`config.mk`:
```
export PLATFORM = sky130hd
export DESIGN_NAME = tx_eight_ten_ctrl
export DESIGN_NICKNAME = d
export VERILOG_FILES = /design/src/rtl/tx_eight_ten_ctrl.sv
export SDC_FILE = /design/constraint.sdc
export NUM_CORES = 1
export LEC_CHECK = 0
export CELL_PAD_IN_SITES_DETAIL_PLACEMENT = 1
export CELL_PAD_IN_SITES_GLOBAL_PLACEMENT = 2
export CORE_MARGIN = 2
export CORE_UTILIZATION = 32
export CTS_CLUSTER_SIZE = 24
export DETAILED_ROUTE_END_ITERATION = 12
export GPL_TIMING_DRIVEN = 0
export PLACE_DENSITY_LB_ADDON = 0.3
export SETUP_SLACK_MARGIN = 0.3
export SLEW_MARGIN = 20
export SYNTH_ARGS = -nofsm -noshare
export SYNTH_HDL_FRONTEND = slang
export SYNTH_SLANG_ARGS = --single-unit
```
`constraint.sdc`:
```
create_clock -name clk -period 5.1 [get_ports clk]
set_input_delay 1.02 -clock clk [delete_from_list [all_inputs] [get_ports clk]]
set_output_delay 1.02 -clock clk [all_outputs]
set_load 0.005 [all_outputs]
```
`src/rtl/tx_eight_ten_ctrl.sv`:
```
// Sequencer for the 10-bit UART transmit datapath: captures a word on start/ready,
// times the 12 frame bit periods and any idle guard periods that follow the stop bit.
//
//   state | meaning
//   IDLE  | line idle, tx_ready=1, waiting for tx_start
//   SEND  | frame on the line, bit_cnto walks 0 (start) .. 11 (stop)
//   GUARD | extra line-high bit periods after the stop bit
module tx_eight_ten_ctrl #(
    parameter int CLKS_PER_BIT = 434,
    parameter int GUARD_BITS   = 0
) (
    input  logic       clk,
    input  logic       rst_n,
    input  logic       tx_start,
    input  logic [9:0] tx_data,
    output logic       tx_ready,
    output logic       tx_busy,
    output logic       tx_done,
    output logic       tx_en,
    output logic [9:0] bit_cnto,
    output logic [9:0] tx_d
);

    localparam int              CW         = $clog2(CLKS_PER_BIT);
    localparam logic [CW-1:0]   CNT_LAST   = CW'(CLKS_PER_BIT - 1);
    localparam logic [CW-1:0]   CNT_PRE    = CW'(CLKS_PER_BIT - 2);
    localparam logic [3:0]      GUARD_LAST = 4'((GUARD_BITS > 0) ? (GUARD_BITS - 1) : 0);
    localparam logic [9:0]      STOP_IDX   = 10'd11;

    typedef enum logic [1:0] {
        IDLE  = 2'd0,
        SEND  = 2'd1,
        GUARD = 2'd2
    } state_t;

    state_t        state;
    logic [CW-1:0] baud_cnt;
    logic [3:0]    guard_cnt;
    logic          bit_tick;
    logic          pre_tick;

    assign bit_tick = (baud_cnt == CNT_LAST);
    assign pre_tick = (baud_cnt == CNT_PRE);

    always_ff @(posedge clk or negedge rst_n) begin
        if (!rst_n) begin
            state     <= IDLE;
            baud_cnt  <= '0;
            guard_cnt <= '0;
            tx_ready  <= 1'b1;
            tx_busy   <= 1'b0;
            tx_done   <= 1'b0;
            tx_en     <= 1'b0;
            bit_cnto  <= '0;
            tx_d      <= '0;
        end else begin
            tx_done <= 1'b0;
            case (state)
                IDLE: begin
                    baud_cnt  <= '0;
                    guard_cnt <= '0;
                    tx_ready  <= 1'b1;
                    tx_busy   <= 1'b0;
                    tx_en     <= 1'b0;
                    bit_cnto  <= '0;
                    if (tx_start) begin
                        tx_d     <= tx_data;
                        tx_en    <= 1'b1;
                        tx_busy  <= 1'b1;
                        tx_ready <= 1'b0;
                        state    <= SEND;
                    end
                end
                SEND: begin
                    baud_cnt <= bit_tick ? '0 : baud_cnt + 1'b1;
                    // Raise tx_done one clock early so it lands in the last stop-bit cycle,
                    // one cycle before tx_ready returns.
                    if (pre_tick && bit_cnto == STOP_IDX) begin
                        tx_done <= 1'b1;
                    end
                    if (bit_tick) begin
                        if (bit_cnto != STOP_IDX) begin
                            bit_cnto <= bit_cnto + 10'd1;
                        end else begin
                            tx_en     <= 1'b0;
                            bit_cnto  <= '0;
                            guard_cnt <= '0;
                            if (GUARD_BITS == 0) begin
                                tx_busy  <= 1'b0;
                                tx_ready <= 1'b1;
                                state    <= IDLE;
                            end else begin
                                state <= GUARD;
                            end
                        end
                    end
                end
                GUARD: begin
                    baud_cnt <= bit_tick ? '0 : baud_cnt + 1'b1;
                    tx_en    <= 1'b0;
                    if (bit_tick) begin
                        if (guard_cnt == GUARD_LAST) begin
                            guard_cnt <= '0;
                            tx_busy   <= 1'b0;
                            tx_ready  <= 1'b1;
                            state     <= IDLE;
                        end else begin
                            guard_cnt <= guard_cnt + 4'd1;
                        end
                    end
                end
                default: begin
                    baud_cnt  <= '0;
                    guard_cnt <= '0;
                    tx_ready  <= 1'b1;
                    tx_busy   <= 1'b0;
                    tx_en     <= 1'b0;
                    bit_cnto  <= '0;
                    state     <= IDLE;
                end
            endcase
        end
    end

endmodule

```
### Word level (Yosys, flattened, before mapping)

Index checks and enable logic that the tools add are counted.

| word-level totals | value |
|---|---|
| register bits after elaboration | 39 |
| input port bits | 13 |
| output and inout bits | 24 |
| word-level logic and storage cells | 65 |

| operators by class | value |
|---|---|
| $add $sub $neg | 3 |
| eq/ne operators | 11 |
| mux-type cells | 31 |
| bitwise gates (word level) | 1 |
| reductions and logical operators | 10 |

Operators with widths:

| operator | count |
|---|---|
| two-way mux 10 bit | 2 |
| one-hot mux 10 bit (2 select lines) | 1 |
| equality test 9 bit (second input constant) | 2 |
| two-way mux 9 bit | 2 |
| two-way mux 4 bit | 4 |
| two-way mux 1 bit | 12 |
| adder 10 x 1 -> 10 bit (second input constant) | 1 |
| equality test 10 x 4 -> 1 bit (second input constant) | 1 |
| two-way mux 2 bit | 5 |
| != test 10 x 4 -> 1 bit (second input constant) | 1 |
| != test 2 bit (second input constant) | 5 |
| adder 9 x 1 -> 9 bit (second input constant) | 1 |
| one-hot mux 4 bit (2 select lines) | 1 |
| one-hot mux 1 bit (3 select lines) | 2 |
| one-hot mux 2 bit (3 select lines) | 1 |
| AND reduction 2 bit | 3 |
| AND reduction 5 bit | 1 |
| adder 4 x 1 -> 4 bit (second input constant) | 1 |
| zero test 4 bit | 1 |
| AND reduction 4 bit | 1 |
| AND reduction 3 bit | 1 |
| equality test 2 x 1 -> 1 bit (second input constant) | 1 |
| equality test 2 bit (second input constant) | 1 |
| zero test 2 bit | 1 |
| 4 further kinds | 4 |

### Logic depth before layout (Yosys ltp)

Gate-level depths: netlist of run 1.

| logic depth | value |
|---|---|
| depth in word-level cells | 4 |
| gate-level depth with buffers | 7 |
| gate-level depth less buffers | 6 |

### Least setup slack after synthesis of run 1

Ideal clock, no wire load.

| timing | value |
|---|---|
| path kind | input -> register |
| start | input port tx_start |
| end | register tx_busy |
| setup time | 0.143 ns |
| arrival | 1.490 ns |
| data required time | 4.957 ns |
| path slack | 3.467 ns |
| cell stages on the path | 3 |
| buffers on the path | 1 |
| cell sequence | nand2_1 clkbuf_1 o21ai_0 |

| on the way | value |
|---|---|
| word-level cells in the longest chain between the ends | 2 |

RTL lines:

| what | RTL line | source |
|---|---|---|
| from (decl) | 14 | `input logic tx_start,` |
| two-way mux 1 bit | 66 | `if (tx_start) begin` |
| one-hot mux 1 bit (3 select lines) | 58 | `case (state)` |
| to (signal assigned) | 51 | `tx_busy <= 1'b0;` |
| to (signal assigned) | 63 | `tx_busy <= 1'b0;` |
| to (signal assigned) | 69 | `tx_busy <= 1'b1;` |
| to (decl) | 17 | `output logic tx_busy,` |

Every way passes these cells.
A chain may end at the register's enable or synchronous reset.

### Worst setup path after layout of run 1

| timing | value |
|---|---|
| start | register tx_ready |
| end | output port tx_ready |

RTL lines:

| what | RTL line | source |
|---|---|---|
| from (decl) | 16 | `output logic tx_ready,` |
| from (signal assigned) | 50 | `tx_ready <= 1'b1;` |
| from (signal assigned) | 62 | `tx_ready <= 1'b1;` |
| from (signal assigned) | 70 | `tx_ready <= 1'b0;` |

No word-level cell between the ends.

==> results of run 1 <==
final timing paths:
check                             from          end  slack [ns]
setup / recovery              tx_ready     tx_ready        2.76
hold / removal                 tx_d[0]      tx_d[0]        0.48
setup reg to reg           bit_cnto[0]      tx_busy        3.26
hold reg to reg                tx_d[0]      tx_d[0]        0.48
max in group asynchronous        rst_n     tx_ready        3.97
min in group asynchronous        rst_n  bit_cnto[7]        0.63
flip-flops by register name, indices dropped and copies added, names as in the netlist:
| signal | cells |
|---|---|
| bit_cnto | 10 |
| tx_d | 10 |
| baud_cnt | 9 |
| state | 1 |
| tx_busy | 1 |
| tx_done | 1 |
| tx_ready | 1 |
worst min-delay path, cell delays in order (launching register included):
cell                      delay [ns]
sky130_fd_sc_hd__dfrtp_1        0.34
sky130_fd_sc_hd__nand2_1        0.05
sky130_fd_sc_hd__nand2_1        0.05
cells by family after synthesis:
kind of cell | Yosys count | synth area share, %
buf+inv | 14 | 3.93
flops | 33 | 54.1
simple gates | 75 | 24.2
mux | 1 | 0.736
xor+xnor | 5 | 2.86
compound gates | 27 | 10.9
fa+ha+maj | 4 | 3.27
cell usage after synthesis (2+ instances only):
library cell               instances
sky130_fd_sc_hd__a21oi_1           8
sky130_fd_sc_hd__and4b_1           2
sky130_fd_sc_hd__buf_2             3
sky130_fd_sc_hd__clkbuf_1          2
sky130_fd_sc_hd__dfrtp_1          32
sky130_fd_sc_hd__ha_1              4
sky130_fd_sc_hd__inv_1             8
sky130_fd_sc_hd__nand2_1          36
sky130_fd_sc_hd__nand3_1           7
sky130_fd_sc_hd__nand4_1           2
sky130_fd_sc_hd__nor2_1            7
sky130_fd_sc_hd__nor3_1            4
sky130_fd_sc_hd__o21a_1            2
sky130_fd_sc_hd__o21ai_0           8
sky130_fd_sc_hd__o31ai_1           2
sky130_fd_sc_hd__or3_1             7
sky130_fd_sc_hd__or4_1             2
sky130_fd_sc_hd__xnor2_1           3
sky130_fd_sc_hd__xor2_1            2
layout make-up:
type / count / area [sq um] / area share (%)
Sequential cell: 33 / 827 / 40.0
Multi-Input combinational cell: 112 / 642 / 31.0
Timing Repair Buffer: 37 / 383 / 18.5
Clock buffer: 8 / 90.1 / 4.35
Tap cell: 54 / 67.6 / 3.26
Buffer: 6 / 30.0 / 1.45
Inverter: 8 / 30.0 / 1.45
cells in the final DEF, fill, tap and decap left out, types with 2 or more instances in the layout:
master	instances
sky130_fd_sc_hd__a21oi_1	8
sky130_fd_sc_hd__ha_1	4
sky130_fd_sc_hd__clkdlybuf4s50_1	35
sky130_fd_sc_hd__nor3_1	4
sky130_fd_sc_hd__o21ai_0	8
sky130_fd_sc_hd__dfrtp_1	32
sky130_fd_sc_hd__nand3_1	7
sky130_fd_sc_hd__nand2_1	36
sky130_fd_sc_hd__clkbuf_8	6
sky130_fd_sc_hd__o21a_1	2
sky130_fd_sc_hd__nor2_1	7
sky130_fd_sc_hd__and4b_1	2
sky130_fd_sc_hd__clkbuf_1	4
sky130_fd_sc_hd__buf_2	4
sky130_fd_sc_hd__xnor2_1	3
sky130_fd_sc_hd__xor2_1	2
sky130_fd_sc_hd__nand4_1	2
sky130_fd_sc_hd__or3_1	7
sky130_fd_sc_hd__o31ai_1	2
sky130_fd_sc_hd__or4_1	2
sky130_fd_sc_hd__inv_1	8
routing by layer:
metal	share of wire, %	track usage (%)
met4	1.4	4.94
met3	4.4	4.56
met5	0	0
met1	46	20.5
met2	48	27.5
report_power, final:
part	total (uW)	internal (uW)	switching (uW)	leakage [uW]
registers	268	266	2.26	0.000422
clock network	201	110	90.7	0.0000455
logic	28.8	18.0	10.9	0.000447
total	498	394	104	0.000915
metrics by stage:
stage / utilization, % / total power, uW / hold WS (ns)
after floorplan: - / 276 / 0.469
after global placement: 42.0 / 299 / 0.460
after detailed placement: 42.5 / 303 / 0.471
after CTS: 44.4 / 505 / 0.487
after global routing: 44.4 / 519 / 0.505
final: 44.4 / 498 / 0.481
==> Flow_metrics.wiki, run 1 <==
{| class="wikitable"
! Metric !! Value
|-
| Status || finished clean
|-
| Placer congestion estimate || 0.725
|-
| Leak Pwr || between 0.0009 and 0.001 uW
|-
| Post-route minimum period || roughly 2.3 ns
|-
| Yosys warning total || 0
|-
| Post-route standard cell area excluding fillers || between 2000 and 2500 sq um
|-
| CTS tree || built
|-
| CTS H-Tree Depth || 2
|-
| Post-Route Skew || 0.00549 ns
|-
| Final hold violations || 0
|-
| Cell Area, Placed || 1980 sq um
|-
| Wire length after detailed routing || 3.91 mm
|-
| Clock root buffer master || sky130_fd_sc_hd__clkbuf_8
|-
| Clock sink total || 33
|-
| Initial DRC count || 58
|-
| Placement-stage worst setup slack || roughly 2.8 ns
|-
| Count of distinct cell types in the synthesized netlist || 37
|-
| Required time worst endpoint || about 4 ns
|-
| Non-filler cells, final || around 260
|-
| Synth area leader || sky130_fd_sc_hd__dfrtp_1
|-
| Post-CTS sizing || 0
|-
| Row cnt || 25
|-
| Share of synthesized flip-flops with an asynchronous set or reset || 100%
|-
| Setup total negative slack || 0 ns
|-
| Crit path cell chain || clkdlybuf4s50_1
|-
| Number of failing setup endpoints in the final timing report || 0
|-
| Clock network latency to the later pin of the worst-skew pair || around 0.28 ns
|-
| Die outline height || between 70 and 80 microns
|-
| Worst min-delay path category || reg2reg
|-
| Critical Path Sink Type || output pin
|-
| Arr. time, crit path || between 1 and 1.5 ns
|-
| Kind of critical path || reg2out
|-
| Count of buffers added by post-CTS timing repair for setup || 0
|-
| Maximum number of pins on one net before global-route repair || 23
|-
| Port Buffers || 36
|-
| Total Die Area || roughly 5300 sq um
|-
| Post-CTS Hold Fix Bufs || 0
|-
| GRT Util Overall || between 10% and 20%
|-
| Pins Over Slew Limit || 0
|-
| Top area cells in the synthesized netlist || sky130_fd_sc_hd__dfrtp_1 (52%), sky130_fd_sc_hd__nand2_1 (8.8%), sky130_fd_sc_hd__ha_1 (3.3%), sky130_fd_sc_hd__or3_1 (2.9%), sky130_fd_sc_hd__a21oi_1 (2.6%)
|-
| Proportion of netlist area held by the largest area contributor || 52.4%
|-
| Transition time of the tightest slew-check pin || 0.430 ns
|-
| Via count of the first global-routing pass || about 1400
|-
| Post-synthesis area per instance || just under 10 sq um
|-
| Worst ir drop on vdd || 0.134 mV
|-
| Register-to-Register Path Depth || 6
|-
| Top-level I/O count || 37
|-
| Min setup slack post-route || ~2.8 ns
|-
| Max incr delay on CP || about 0.53 ns
|-
| Worst Hold Depth || 2
|-
| CTS buffer count || 5
|-
| Top delay family on crit path || flip-flops
|-
| Routed WL per cell || 15.1 microns
|-
| EDFF count, synth || 0
|-
| Filler Cells Inserted || approximately 530
|-
| Overall die width || 73.1 microns
|-
| Post-synthesis instance area || 1530 sq um
|-
| Remaining routing DRC violations || 0
|-
| HPWL reported at the end of detailed placement || 2.96 mm
|-
| Cell depth of the worst setup path || 1
|-
| Unrepaired setup endpoints after global routing || false
|-
| Number of register bits inferred by synthesis || 33
|-
| Count of nets after finishing || between 200 and 250
|-
| Diodes inserted || 0
|-
| Total buffers and inverters traversed by the critical path || 1
|-
| Worst-path fanout max || 2
|-
| Post-route fraction of the period consumed by the critical path || approximately 46%
|-
| Area of the core region || ~4700 sq um
|-
| P&R area growth vs syn || 35.4%
|-
| Number of antenna violations at the first check in global routing || 0
|-
| Achievable Freq || ~430 MHz
|-
| Mapped Cells || roughly 160
|-
| Global-route wire length before repair || 6.68 mm
|-
| Most common flop cell mapped by yosys || sky130_fd_sc_hd__dfrtp_1
|-
| Placed instance count || 250
|-
| Fraction of layout cells with a size suffix above 1 || under 10%
|-
| Worst relative slew slack || between 70% and 80%
|-
| Synthesized netlist net count || 176
|-
| Overall overflow remaining after global route || 0
|-
| Detail Route Antenna Nets || 0
|-
| Clock transition at the registers of the reported paths || about 0.06 ns
|-
| Max clock buf depth || 2
|-
| MaxCap Viol Count || 0
|-
| CP max stage cell || sky130_fd_sc_hd__dfstp_2
|-
| Effective utilization at floorplan || about 33%
|-
| First-pass detailed-route iteration total || 4
|-
| Seq/Total Area, Yosys || between 50 and 60%
|-
| Power per cell area || 240 nW/um^2
|-
| Total number of vias || around 1300
|-
| CP startpoint kind || flip-flop
|-
| Avg Vias per Cell || 5.11
|}
No activity file was read; power rests on OpenSTA's default activity.
==> inputs of run 2 (changes only) <==
CORE_UTILIZATION = 29   (was 32)
clock period = 2.3 ns   (was 5.1 ns; I/O delays follow)
==> run 2 against run 1 <==
  * Setup slack worse by 2.3 ns
  * Clock power rose to 2.9 times the previous value
  * Via count up 2.2%
  * Critical path depth up 5
  * Clock-buffer cell count down 1
  * First-iteration DRC count down 12%
  * Global-route usage down 1.7 points
  * Non-clock buffer count up 1
  * Final cell count up 6.6%
  * Combinational power up 120%
  * Largest power group unchanged
==> Flow_metrics.wiki, run 2 (same netlist as run 1, synthesis figures left out) <==
{| class="wikitable"
! Metric !! Value
|-
| CTS H-Tree Depth || 2 (unchanged)
|-
| CP startpoint kind || flip-flop
|-
| Detail Route Antenna Nets || 0 (unchanged)
|-
| Top delay family on crit path || compound AO/OA/AOI/OAI gates
|-
| Total number of vias || 1348 (+2.2%)
|-
| First-pass detailed-route iteration total || 4 (unchanged)
|-
| R2R Setup Slk || 0.47 ns (-2.79 ns)
|-
| CTS buffer count || 5 (unchanged)
|-
| Global-route wire length before repair || 6.84 mm (+2.5%)
|-
| Initial DRC count || 51 (-12%)
|-
| Via count of the first global-routing pass || 1449 (+5.6%)
|-
| Power per cell area || 579 nW/um^2 (+140%)
|-
| Leading cell types in the layout, fill and taps excluded || sky130_fd_sc_hd__nand2_1 (36), sky130_fd_sc_hd__clkdlybuf4s50_1 (35), sky130_fd_sc_hd__dfrtp_1 (31)
|-
| Post-route fraction of the period consumed by the critical path || around 80%
|-
| CTS tree || built
|-
| Avg Vias per Cell || 4.90 (-4.1%)
|-
| Achievable Freq || ~550 MHz
|-
| Cell Int Power || 982 uW (+150%)
|-
| Kind of critical path || reg2reg
|-
| Worst-path fanout max || 10 (+8)
|-
| Maximum number of pins on one net before global-route repair || 23 (unchanged)
|-
| Transition time of the tightest slew-check pin || 0.459 ns (+0.0290 ns)
|-
| Worst ir drop on vdd || 0.236 mV (+76%)
|-
| Overall die width || 76.6 microns (+4.8%)
|-
| Overall overflow remaining after global route || 0 (unchanged)
|-
| Number of antenna violations at the first check in global routing || 0 (unchanged)
|-
| Min setup slack post-route || 0.467 ns (-2.29 ns)
|-
| Post-Route Skew || 0.0103 ns (+0.00477 ns)
|-
| Diodes inserted || 0 (unchanged)
|-
| Leak Pwr || 0.000930 uW (+1.7%)
|-
| Unrepaired setup endpoints after global routing || false
|-
| RR Startpoint || baud_cnt[0]
|-
| Arr. time, crit path || 2.05 ns (+0.73 ns)
|-
| Worst min-delay path category || in2async
|-
| Cell Area, Placed || 2000 sq um (+1.0%)
|-
| Row cnt || 26 (+4.0%)
|-
| Total buffers and inverters traversed by the critical path || 1 (unchanged)
|-
| Wire length after detailed routing || 4.03 mm (+3.2%)
|-
| Post-route standard cell area excluding fillers || 2130 sq um (+2.8%)
|-
| Effective utilization at floorplan || 29.9% (-2.9 points)
|-
| Die outline height || 76.6 microns (+4.8%)
|-
| Required time worst endpoint || 2.51 ns (-1.57 ns)
|-
| Final hold violations || 0 (unchanged)
|-
| Port Buffers || 36 (unchanged)
|-
| P&R area growth vs syn || 39.2%
|-
| Clock root buffer master || sky130_fd_sc_hd__clkbuf_8
|-
| CP max stage cell || sky130_fd_sc_hd__dfrtp_1
|-
| GRT Util Overall || 14.7% (-1.7 points)
|-
| Regs by FF count || bit_cnto: 10 flops, tx_d: 10 flops, baud_cnt: 9 flops
|-
| Total Die Area || 5870 sq um (+9.8%)
|-
| Setup total negative slack || 0 ns (unchanged)
|-
| Most common library cell in the layout ignoring fill and taps || sky130_fd_sc_hd__nand2_1
|-
| Clock transition at the registers of the reported paths || 0.08 ns (+0.02 ns)
|-
| Power share of the combinational group || 5.2% (-0.6 points)
|-
| Placement-stage worst setup slack || 0.388 ns (-2.43 ns)
|-
| Crit path cell chain || ha_1, and4bb_2, a21oi_2, buf_2, o21ai_0, a21oi_1
|-
| Overall power of the completed layout || 1230 uW (+150%)
|-
| Remaining routing DRC violations || 0 (unchanged)
|-
| Placer congestion estimate || 0.753 (+3.8%)
|-
| Filler Cells Inserted || 595 (+12%)
|-
| Fraction of layout cells with a size suffix above 1 || 10.7% (+1.9 points)
|-
| Worst relative slew slack || 69.4% (-1.9 points)
|-
| Max incr delay on CP || 0.42 ns (-0.11 ns)
|-
| Sequential group share of total power || 48.3% (-5.6 points)
|-
| Register-to-Register Path Depth || 6 (unchanged)
|-
| Area of the core region || 5110 sq um (+9.6%)
|-
| MaxCap Viol Count || 0 (unchanged)
|-
| Status || finished clean
|-
| Routed WL per cell || 14.7 microns (-3.2%)
|-
| Number of failing setup endpoints in the final timing report || 0 (unchanged)
|-
| Endpoint of the worst-slack reg-to-reg timing path || bit_cnto[5]
|-
| Top-level I/O count || 37 (unchanged)
|-
| Pins Over Slew Limit || 0 (unchanged)
|-
| Clock network latency to the later pin of the worst-skew pair || 0.29 ns (about the same)
|-
| Part of the power in the clock network || 46.5% (+6.2 points)
|-
| Post-route minimum period || 1.83 ns
|-
| Switching power || 249 uW (+140%)
|-
| HPWL reported at the end of detailed placement || 2.91 mm (-1.4%)
|-
| Clock sink total || 33 (unchanged)
|-
| Switching fraction of total power || 20.2% (-0.65 points)
|-
| Critical Path Sink Type || flip-flop
|-
| Max clock buf depth || 2 (unchanged)
|-
| Count of nets after finishing || 221 (+0.45%)
|-
| Post-CTS Hold Fix Bufs || 0 (unchanged)
|}
run 2: changes by cell type in the layout (fill, tap and decap cells not counted):
cell / before / now
sky130_fd_sc_hd__and4b_1: 2 / 1
sky130_fd_sc_hd__clkbuf_4: 0 / 1
sky130_fd_sc_hd__dfrtp_1: 32 / 31
sky130_fd_sc_hd__bufinv_16: 0 / 1
sky130_fd_sc_hd__dfrtp_2: 0 / 1
sky130_fd_sc_hd__clkbuf_1: 4 / 3
sky130_fd_sc_hd__buf_2: 4 / 3
sky130_fd_sc_hd__and4b_2: 0 / 1
sky130_fd_sc_hd__buf_4: 1 / 2
run 2: how the worst max path moves through the flow:
stage / startpoint / endpoint / depth (start not counted)
after floorplan: bit_cnto[0] / tx_ready / 6
after global placement: rst_n / tx_d[0] / 1
after detailed placement: bit_cnto[0] / tx_busy / 6
after CTS: bit_cnto[0] / tx_busy / 6
after global routing: bit_cnto[1] / tx_busy / 6
final: baud_cnt[0] / bit_cnto[5] / 6
run 2: cell type report:
class | instances | area, sq um | area share (%)
clock buffers | 7 | 86.3 | 4.06
clock inverters | 1 | 30.0 | 1.41
repair buffers | 38 | 390 | 18.3
well taps | 70 | 87.6 | 4.12
inverters | 8 | 30.0 | 1.41
multi-input cells | 112 | 643 | 30.2
flip-flops and latches | 33 | 828 | 38.9
plain buffers | 6 | 32.5 | 1.53
run 2: per-layer routing:
| metal | wire length [microns] | GRT usage, % | up-vias |
|---|---|---|---|
| met3 | 252 | 5.81 | 6 |
| li1 | - | - | 634 |
| met2 | 2010 | 24.6 | 35 |
| met5 | 0 | 0 | - |
| met1 | 1720 | 16.7 | 673 |
| met4 | 55 | 6.00 | 0 |
run 2: what timing repair did:
item / CTS / global route
resized for setup: 0 / 3
endpoints found under the setup margin: 0 / 9
buffers inserted: 0 / 1
run 2: worst reg2reg max path: stages (launching register included):
cell and delay, ns:
sky130_fd_sc_hd__dfrtp_1 0.42, sky130_fd_sc_hd__ha_1 0.21, sky130_fd_sc_hd__and4bb_2 0.26, sky130_fd_sc_hd__a21oi_2 0.29
sky130_fd_sc_hd__buf_2 0.28, sky130_fd_sc_hd__o21ai_0 0.14, sky130_fd_sc_hd__a21oi_1 0.16
run 2: stage by stage:
stage                     instances  utilization (%)  hold WS, ns
after floorplan                 159                -        0.164
after global placement          265             38.7        0.459
after detailed placement        266             39.1        0.380
after CTS                       274             41.4       0.0592
after global routing            275             41.7       0.0642
final                           275             41.7       0.0553
run 2: power by group through the flow:
stage | clock [uW] | sequential [uW] | combinational (uW)
after global routing | 615 | 596 | 70.9
after global placement | 0 | 605 | 58.7
after floorplan | 0 | 606 | 6.81
after detailed placement | 0 | 605 | 66.0
after CTS | 588 | 594 | 66.2
final | 573 | 595 | 64.0
